$ cat config.mk
export PLATFORM = sky130hd
export DESIGN_NAME = rv32_decode_stage
export DESIGN_NICKNAME = d
export VERILOG_FILES = /design/src/rtl/rv32_decode_stage.sv
export SDC_FILE = /design/constraint.sdc
export NUM_CORES = 1
export LEC_CHECK = 0
export ABC_AREA = 1
export BUFFER_PORTS_ARGS = -buffer_cell sky130_fd_sc_hd__buf_4
export CAP_MARGIN = 20
export CORE_UTILIZATION = 40
export CTS_CLUSTER_SIZE = 24
export DETAILED_ROUTE_END_ITERATION = 16
export GPL_TIMING_DRIVEN = 0
export PLACE_DENSITY = 0.73
export SYNTH_ARGS = -nofsm -noshare
export SYNTH_HDL_FRONTEND = slang
export SYNTH_SLANG_ARGS = --single-unit
$ cat constraint.sdc
create_clock -name clk -period 2.1 [get_ports clk]
set_input_delay 0.42 -clock clk [delete_from_list [all_inputs] [get_ports clk]]
set_output_delay 0.42 -clock clk [all_outputs]
set_load 0.02 [all_outputs]
$ cat src/rtl/rv32_decode_stage.sv
// ============================================================================
// rv32_decode_stage : registered RV32I decode between fetch and execute.
// Optional M-extension decode enabled by defining RV32_DECODE_M_EN.
// Revision: 1.0
// ============================================================================
`timescale 1ns/1ps
`default_nettype none

module rv32_decode_stage #(
  parameter int PcWidth = 32
) (
  input  logic               clk,
  input  logic               rst,
  input  logic               flush,
  input  logic               in_valid,
  output logic               in_ready,
  input  logic [31:0]        in_instr,
  input  logic [PcWidth-1:0] in_pc,
  output logic               out_valid,
  input  logic               out_ready,
  output logic [PcWidth-1:0] out_pc,
  output logic [4:0]         out_rs1,
  output logic [4:0]         out_rs2,
  output logic [4:0]         out_rd,
  output logic [31:0]        out_imm,
  output logic [4:0]         out_alu_op,
  output logic               out_use_imm,
  output logic               out_reg_write,
  output logic               out_mem_read,
  output logic               out_mem_write,
  output logic [2:0]         out_mem_f3,
  output logic               out_branch,
  output logic [2:0]         out_br_f3,
  output logic               out_jal,
  output logic               out_jalr,
  output logic               out_lui,
  output logic               out_auipc,
  output logic               out_system,
  output logic               out_illegal
);

  localparam int RegAddrWidth = 5;

  localparam logic [6:0] OpAluR   = 7'b0110011;
  localparam logic [6:0] OpAluI   = 7'b0010011;
  localparam logic [6:0] OpLoad   = 7'b0000011;
  localparam logic [6:0] OpStore  = 7'b0100011;
  localparam logic [6:0] OpBranch = 7'b1100011;
  localparam logic [6:0] OpJal    = 7'b1101111;
  localparam logic [6:0] OpJalr   = 7'b1100111;
  localparam logic [6:0] OpLui    = 7'b0110111;
  localparam logic [6:0] OpAUIPC  = 7'b0010111;
  localparam logic [6:0] OpMisc   = 7'b0001111;
  localparam logic [6:0] OpSystem = 7'b1110011;

  localparam logic [4:0] AluAdd  = 5'd0;
  localparam logic [4:0] AluSub  = 5'd1;
  localparam logic [4:0] AluSll  = 5'd2;
  localparam logic [4:0] AluSlt  = 5'd3;
  localparam logic [4:0] AluSltu = 5'd4;
  localparam logic [4:0] AluXor  = 5'd5;
  localparam logic [4:0] AluSrl  = 5'd6;
  localparam logic [4:0] AluSra  = 5'd7;
  localparam logic [4:0] AluOr   = 5'd8;
  localparam logic [4:0] AluAnd  = 5'd9;
`ifdef RV32_DECODE_M_EN
  localparam logic [4:0] AluMul  = 5'd10;
`endif

  localparam logic [6:0] F7Base = 7'b0000000;
  localparam logic [6:0] F7Alt  = 7'b0100000;
`ifdef RV32_DECODE_M_EN
  localparam logic [6:0] F7MulDiv = 7'b0000001;
`endif

  // Plain funct3 -> ALU op mapping shared by register and immediate forms.
  function automatic logic [4:0] base_alu_op(input logic [2:0] f3);
    logic [4:0] op;
    case (f3)
      3'b000:  op = AluAdd;
      3'b001:  op = AluSll;
      3'b010:  op = AluSlt;
      3'b011:  op = AluSltu;
      3'b100:  op = AluXor;
      3'b101:  op = AluSrl;
      3'b110:  op = AluOr;
      default: op = AluAnd;
    endcase
    return op;
  endfunction

  logic [6:0]  opcode;
  logic [2:0]  f3;
  logic [6:0]  f7;
  logic [RegAddrWidth-1:0] rd_field;
  logic [31:0] imm_i, imm_s, imm_b, imm_u, imm_j;

  logic [31:0] imm_d;
  logic [4:0]  alu_op_d;
  logic        use_imm_d, rw_raw, reg_write_d, mem_read_d, mem_write_d;
  logic        branch_d, jal_d, jalr_d, lui_d, auipc_d, system_d, illegal_d;

  always_comb begin
    opcode   = in_instr[6:0];
    f3       = in_instr[14:12];
    f7       = in_instr[31:25];
    rd_field = in_instr[11:7];
    imm_i = {{20{in_instr[31]}}, in_instr[31:20]};
    imm_s = {{20{in_instr[31]}}, in_instr[31:25], in_instr[11:7]};
    imm_b = {{19{in_instr[31]}}, in_instr[31], in_instr[7], in_instr[30:25],
             in_instr[11:8], 1'b0};
    imm_u = {in_instr[31:12], 12'b0};
    imm_j = {{11{in_instr[31]}}, in_instr[31], in_instr[19:12], in_instr[20],
             in_instr[30:21], 1'b0};

    imm_d       = '0;
    alu_op_d    = AluAdd;
    use_imm_d   = 1'b0;
    rw_raw      = 1'b0;
    reg_write_d = 1'b0;
    mem_read_d  = 1'b0;
    mem_write_d = 1'b0;
    branch_d    = 1'b0;
    jal_d       = 1'b0;
    jalr_d      = 1'b0;
    lui_d       = 1'b0;
    auipc_d     = 1'b0;
    system_d    = 1'b0;
    illegal_d   = 1'b0;

    if (in_instr[1:0] != 2'b11) begin
      illegal_d = 1'b1;
    end else begin
      case (opcode)
        OpAluR: begin
          rw_raw = 1'b1;
          case (f7)
            F7Base: alu_op_d = base_alu_op(f3);
            F7Alt: begin
              if (f3 == 3'b000)      alu_op_d  = AluSub;
              else if (f3 == 3'b101) alu_op_d  = AluSra;
              else                   illegal_d = 1'b1;
            end
`ifdef RV32_DECODE_M_EN
            F7MulDiv: alu_op_d = AluMul + {2'b00, f3};
`endif
            default: illegal_d = 1'b1;
          endcase
        end
        OpAluI: begin
          rw_raw    = 1'b1;
          use_imm_d = 1'b1;
          imm_d     = imm_i;
          alu_op_d  = base_alu_op(f3);
          // Shift-immediates carry funct7 in imm[11:5]; ALU-I never yields SUB.
          if (f3 == 3'b001 && f7 != F7Base) illegal_d = 1'b1;
          if (f3 == 3'b101) begin
            if (f7 == F7Alt)        alu_op_d  = AluSra;
            else if (f7 != F7Base)  illegal_d = 1'b1;
          end
        end
        OpLoad: begin
          rw_raw     = 1'b1;
          mem_read_d = 1'b1;
          use_imm_d  = 1'b1;
          imm_d      = imm_i;
          if (f3 == 3'b011 || f3 == 3'b110 || f3 == 3'b111) illegal_d = 1'b1;
        end
        OpStore: begin
          mem_write_d = 1'b1;
          use_imm_d   = 1'b1;
          imm_d       = imm_s;
          if (f3 > 3'b010) illegal_d = 1'b1;
        end
        OpBranch: begin
          branch_d = 1'b1;
          imm_d    = imm_b;
          if (f3 == 3'b010 || f3 == 3'b011) illegal_d = 1'b1;
        end
        OpJal: begin
          rw_raw = 1'b1;
          jal_d  = 1'b1;
          imm_d  = imm_j;
        end
        OpJalr: begin
          rw_raw    = 1'b1;
          jalr_d    = 1'b1;
          use_imm_d = 1'b1;
          imm_d     = imm_i;
          if (f3 != 3'b000) illegal_d = 1'b1;
        end
        OpLui: begin
          rw_raw    = 1'b1;
          lui_d     = 1'b1;
          use_imm_d = 1'b1;
          imm_d     = imm_u;
        end
        OpAUIPC: begin
          rw_raw    = 1'b1;
          auipc_d   = 1'b1;
          use_imm_d = 1'b1;
          imm_d     = imm_u;
        end
        OpMisc: begin
          imm_d = imm_i;
        end
        OpSystem: begin
          imm_d = imm_i;
          if (f3 == 3'b000) begin
            if (in_instr[31:20] == 12'd0 || in_instr[31:20] == 12'd1) system_d  = 1'b1;
            else                                                       illegal_d = 1'b1;
          end else if (f3 == 3'b100) begin
            illegal_d = 1'b1;
          end else begin
            system_d = 1'b1;
            rw_raw   = 1'b1;
          end
        end
        default: illegal_d = 1'b1;
      endcase
    end

    // Illegal encodings travel downstream but must not cause side effects.
    if (illegal_d) begin
      rw_raw      = 1'b0;
      mem_read_d  = 1'b0;
      mem_write_d = 1'b0;
      branch_d    = 1'b0;
      jal_d       = 1'b0;
      jalr_d      = 1'b0;
      system_d    = 1'b0;
    end
    reg_write_d = rw_raw && (rd_field != '0);
  end

  logic               valid_q;
  logic [PcWidth-1:0] pc_q;
  logic [4:0]         rs1_q, rs2_q, rd_q, alu_op_q;
  logic [31:0]        imm_q;
  logic [2:0]         f3_q;
  logic               use_imm_q, reg_write_q, mem_read_q, mem_write_q;
  logic               branch_q, jal_q, jalr_q, lui_q, auipc_q, system_q, illegal_q;

  assign in_ready = !valid_q || out_ready;

  always_ff @(posedge clk) begin
    if (rst) begin
      valid_q     <= 1'b0;
      pc_q        <= '0;
      rs1_q       <= '0;
      rs2_q       <= '0;
      rd_q        <= '0;
      imm_q       <= '0;
      alu_op_q    <= '0;
      f3_q        <= '0;
      use_imm_q   <= 1'b0;
      reg_write_q <= 1'b0;
      mem_read_q  <= 1'b0;
      mem_write_q <= 1'b0;
      branch_q    <= 1'b0;
      jal_q       <= 1'b0;
      jalr_q      <= 1'b0;
      lui_q       <= 1'b0;
      auipc_q     <= 1'b0;
      system_q    <= 1'b0;
      illegal_q   <= 1'b0;
    end else if (flush) begin
      valid_q <= 1'b0;
    end else if (in_valid && in_ready) begin
      valid_q     <= 1'b1;
      pc_q        <= in_pc;
      rs1_q       <= in_instr[19:15];
      rs2_q       <= in_instr[24:20];
      rd_q        <= in_instr[11:7];
      imm_q       <= imm_d;
      alu_op_q    <= alu_op_d;
      f3_q        <= in_instr[14:12];
      use_imm_q   <= use_imm_d;
      reg_write_q <= reg_write_d;
      mem_read_q  <= mem_read_d;
      mem_write_q <= mem_write_d;
      branch_q    <= branch_d;
      jal_q       <= jal_d;
      jalr_q      <= jalr_d;
      lui_q       <= lui_d;
      auipc_q     <= auipc_d;
      system_q    <= system_d;
      illegal_q   <= illegal_d;
    end else if (out_ready) begin
      valid_q <= 1'b0;
    end
  end

  assign out_valid     = valid_q;
  assign out_pc        = pc_q;
  assign out_rs1       = rs1_q;
  assign out_rs2       = rs2_q;
  assign out_rd        = rd_q;
  assign out_imm       = imm_q;
  assign out_alu_op    = alu_op_q;
  assign out_use_imm   = use_imm_q;
  assign out_reg_write = reg_write_q;
  assign out_mem_read  = mem_read_q;
  assign out_mem_write = mem_write_q;
  assign out_mem_f3    = f3_q;
  assign out_branch    = branch_q;
  assign out_br_f3     = f3_q;
  assign out_jal       = jal_q;
  assign out_jalr      = jalr_q;
  assign out_lui       = lui_q;
  assign out_auipc     = auipc_q;
  assign out_system    = system_q;
  assign out_illegal   = illegal_q;

endmodule

`default_nettype wire

**Word level (Yosys, flattened, before mapping)**

Cells that the tools add are included.

- Output and inout bits: 103
- Input port bits: 69
- Register bits after elaboration: 99
- Logic and storage cells: 124

- Bitwise logic cells: 1
- Magnitude comparators: 1
- Reduce and logical (&&, ||, !) cells: 23
- Eq/ne operators: 21
- Muxes and demuxes: 59

Operator list:

| kind | number |
|---|---|
| $pmux 32 s5 | 1 |
| $mux 1 | 46 |
| $mux 32 | 1 |
| $eq 7x6->1 const B | 4 |
| $eq 7x7->1 const B | 4 |
| $pmux 4 s7 | 1 |
| $mux 5 | 3 |
| $eq 7x5->1 const B | 2 |
| $eq 12x1->1 const B | 1 |
| $eq 3x3->1 const B | 4 |
| $logic_not 12->1 | 1 |
| $pmux 5 s2 | 1 |
| $pmux 1 s8 | 1 |
| $pmux 4 s2 | 1 |
| $eq 7x2->1 const B | 1 |
| $eq 7x4->1 const B | 1 |
| $logic_not 7->1 | 1 |
| $reduce_bool 7->1 | 1 |
| $reduce_or 7->1 | 1 |
| $eq 3x2->1 const B | 2 |
| $mux 3 | 2 |
| $reduce_or 6->1 | 1 |
| $logic_or 1x1->1 | 5 |
| $reduce_bool 5->1 | 1 |
| 14 further kinds | 18 |

**Longest topological paths before layout**

- Depth in word-level cells: 10
- Mapped depth: 13

**Worst setup path after synthesis**

No wires, ideal clock.

- Kind: reg2reg
- Start: register valid_q, in the netlist out_valid
- End: register illegal_q, in the netlist out_illegal
- Slack: 0.519 ns
- Period minus slack after synthesis: 1.581 ns
- Library setup time: 0.070 ns
- Arrival: 1.511 ns
- Path buffers: 2
- Cell stages (with the launch flop): 7
- Cells stage by stage: dfxtp_1 > nand2_1 > nand2_1 > clkbuf_1 > clkbuf_1 > nand2_1 > a21oi_1

- Cells in the longest elaborated chain, start to end: 4

RTL lines:

| element | line | text |
|---|---|---|
| start, declared | 236 | `logic valid_q;` |
| start signal, assigned | 248 | `valid_q <= 1'b0;` |
| start signal, assigned | 268 | `valid_q <= 1'b0;` |
| start signal, assigned | 270 | `valid_q <= 1'b1;` |
| $logic_not 1->1 | 244 | `assign in_ready = !valid_q \|\| out_ready;` |
| $logic_or 1x1->1 | 244 |  |
| named net in_ready | 16 | `output logic in_ready,` |
| $logic_and 1x1->1 | 269 | `end else if (in_valid && in_ready) begin` |
| $reduce_and 2->1 (no source line) | - |  |
| end signal, assigned | 288 | `illegal_q <= illegal_d;` |
| end, declared | 242 | `logic branch_q, jal_q, jalr_q, lui_q, auipc_q, system_q, illegal_q;` |

The timed path passes the listed nets, and every way through them passes these cells.
A chain may end at the register's enable or synchronous reset.

**Worst setup path after layout**

- Start: register valid_q, in the netlist out_valid
- End: register imm_q[18], in the netlist out_imm[18]

- Cells in the longest elaborated chain, start to end: 4

RTL lines:

| element | line | text |
|---|---|---|
| $logic_not 1->1 | 244 |  |
| $logic_or 1x1->1 | 244 |  |
| $logic_and 1x1->1 | 269 |  |
| $reduce_and 2->1 (no source line) | - |  |
| end signal, assigned | 275 | `imm_q <= imm_d;` |
| end, declared | 239 | `logic [31:0] imm_q;` |

No other way between the ends.

==> out/results.ini <==
[setup_path]
cp.depth = 6
criticalPathCategory = flop to flop
cp_common_cell = nand2_1
crit_chain = nand2_1 -> nand2_1 -> clkbuf_1 -> clkbuf_1 -> nand2_1 -> a21oi_1
rrSetupSlack_ps = 180
cp_slowest_cell = clkbuf_1
critical_path_buf_inv_count = 2
reg2reg_depth = 6
regToRegStartpoint = out_valid$_SDFFE_PP0P_
slowest_delay_ps = 530
start_kind = flop
crit_required_ps = 2400
r2r-end = out_imm[18]$_SDFFE_PP0P_
end_kind = flop
cp.arrival_ps = 2220
worst-path-max-fanout = 10
cp_top_family = buffers and inverters

[min_path]
hold_path_depth = 2
hold_path.class = primary input to flop
holdPathEnd = out_valid$_SDFFE_PP0P_
hp-start = flush

[cts]
cts.sinks = 98
clock_latency_ps = 370
h-tree-depth = 3
cts_tree = done
cts.clk_slew.worst_paths_ps = 100
cts_buffer_depth = 2
postCtsSetupRepairBufs = 0
numCtsBuffers = 9
cts-root-buf = clkbuf_8

[power]
p_seq_frac = 0.517
leakagePower_nw = 2.79
p_comb_frac = 0.176
power_density_nw_per_um2 = 646
internal_power_mw = 2.67
power_switching_mw = 1.17
power.total_mw = 3.83
clkPwrFrac = 0.308
swShare = 0.304
max-vdd-ir-drop_mv = 0.419

[timing]
fmax_ghz = 0.521
hold_viol = 0
setup_slack_ps = 182
setup_tns_ps = 0
worstMarginPinSlew_ps = 663
finalSetupViolations = 0
slew_headroom = 0.558
skew_ps = 10.3
rsz0062_at_grt = no
whs_ps = 218
fin_crit_sh = 0.913
slew_violations = 0
period_minus_slack_ps = 1920

[placed_design]
dp_cells = 928
place_area_um2 = 5750
io_buffers = 166
routabilityCongestion = 0.866
pre_cts_ws_ps = 0.238
hpwl_um = 10400

[global_routing]
grt_pass1_wl_um = 21200
grt_max_degree = 19
overflow = 0
globalRouteMet2Util = 0.422
met1_usage = 0.290
grt.busiest_layer = met2
grtUsageTotal = 0.238
antenna_found_initial = 0
grt_use_met3 = 0.0380
grt_pass1_vias = 4404

[final_layout]
regArea_um2 = 1960
num-fill-cells = 1003
fin_util = 0.569
antenna_cells = 0
stdcell_area_um2 = 5930
syn_to_final_growth_pct = 37.0
finalNetCount = 872
finalNonFillerCells = 944
multi_input_area_um2 = 2040
drive_gt1_frac = 0.265

[routing]
ant_nets = 0
wl_um = 13500
drc = 0
avgRoutedWirePerCell_um = 14.3
vias = 4768
firstDrtPassIters = 5
drt_iter0_drc = 274
drt-vias-per-instance = 5.05

[synth]
syn_area_um2 = 4330
ys_ff_latch = 98
syn_nets = 695
synth_area_leaders = dfxtp_1 45%, nand2_1 13%, nor2_1 9.8%, o21ai_0 6.8%, a21oi_1 6.4%
yosysSeqAreaShare = 0.453
syn_avg_cell_area_um2 = 6.92
synth_top_area_cell = dfxtp_1
yosys_warnings = 0
syn_inst = 626
ys_types = 29
synth_top_area_frac = 0.453

[floorplanning]
start_util = 0.416
die_w_um = 106
ioPinCount = 172
dieHeight_um = 106
rows = 37
core_um2 = 10400
die-area_um2 = 11200

[outcome]
status = finished clean

[job]
maxCapViolations = 0

-- how the worst max path moves through the flow --
stage / start / end
3_5_place_dp: out_ready / out_imm[25]$_SDFFE_PP0P_
3_3_place_gp: out_ready / out_alu_op[2]$_SDFFE_PP0P_
5_1_grt: out_valid$_SDFFE_PP0P_ / out_imm[26]$_SDFFE_PP0P_
6_report: out_valid$_SDFFE_PP0P_ / out_imm[18]$_SDFFE_PP0P_
4_1_cts: out_valid$_SDFFE_PP0P_ / out_imm[25]$_SDFFE_PP0P_
2_1_floorplan: out_valid$_SDFFE_PP0P_ / out_illegal$_SDFFE_PP0P_
-- cell usage in the layout, fill, tap and decap left out, drive strengths merged, types with 3 or more instances in the layout --
| cell | n |
|---|---|
| a21oi | 55 |
| inv | 38 |
| o21ai | 60 |
| clkbuf | 38 |
| o211ai | 5 |
| nand3 | 38 |
| nand2 | 157 |
| nor2 | 118 |
| nand4 | 3 |
| dfxtp | 98 |
| buf | 179 |
| nand3b | 4 |
| o22ai | 4 |
-- state kept, by name, summed over array words and instances (netlist names) --
signal / cells
out_mem_read: 1
out_branch: 1
out_rd: 5
out_valid: 1
out_rs2: 5
out_use_imm: 1
out_br_f3: 3
out_pc: 32
out_jalr: 1
out_reg_write: 1
out_imm: 32
out_rs1: 5
out_jal: 1
out_auipc: 1
out_mem_write: 1
out_lui: 1
out_alu_op: 4
out_system: 1
out_illegal: 1
-- synth_stat cells, drive strengths merged --
| cell type | number |
|---|---|
| nor2 | 118 |
| a211oi | 2 |
| and2 | 2 |
| clkbuf | 29 |
| o22ai | 4 |
| nand3b | 4 |
| buf | 13 |
| nand3 | 38 |
| nand4 | 3 |
| o211ai | 5 |
| conb | 1 |
| nand2 | 157 |
| o21ai | 60 |
| o21bai | 1 |
| inv | 34 |
| a31oi | 2 |
| a21oi | 55 |
| dfxtp | 98 |
-- per-layer routing --
| layer | wire (µm) | part of all wire |
|---|---|---|
| met1 | 5730 | 0.43 |
| met2 | 6550 | 0.49 |
| met4 | 297 | 0.022 |
| met3 | 895 | 0.066 |
| met5 | 0 | 0 |
-- timing repair --
action	CTS	global route
hold buffers	0	0
resized for setup	0	1
setup endpoints to repair	0	4
-- worst reg2reg max path: stages (launching register included) --
cell and delay [ps]:
dfxtp_1 360, nand2_1 100, nand2_1 130, clkbuf_1 530
clkbuf_1 450, nand2_1 110, a21oi_1 180
-- power groups by stage --
stage / clock network, mW / registers (mW) / logic [mW]
final: 1.18 / 1.98 / 0.673
after global routing: 1.27 / 1.99 / 0.732
after CTS: 1.19 / 1.98 / 0.674
after detailed placement: 0 / 2.02 / 0.672
after global placement: 0 / 2.02 / 0.662
after floorplan: 0 / 2.11 / 0.258
-- logic make-up after synthesis --
| group | Yosys count | synth area share |
|---|---|---|
| DFF | 98 | 0.453 |
| AOI/OAI and AO/OA | 129 | 0.157 |
| other | 1 | 0.000866 |
| and+or+nand+nor | 322 | 0.312 |
| buffers and inverters | 76 | 0.0763 |
-- layout make-up --
cell class / count / area share
plain buffers: 42 / 0.0342
inverters: 34 / 0.0215
well taps: 136 / 0.0287
multi-input cells: 452 / 0.344
repair buffers: 166 / 0.210
clock buffers: 9 / 0.0209
flip-flops and latches: 98 / 0.331
clock inverters: 7 / 0.00971
Note: power is estimated with default switching activity, not from simulation.
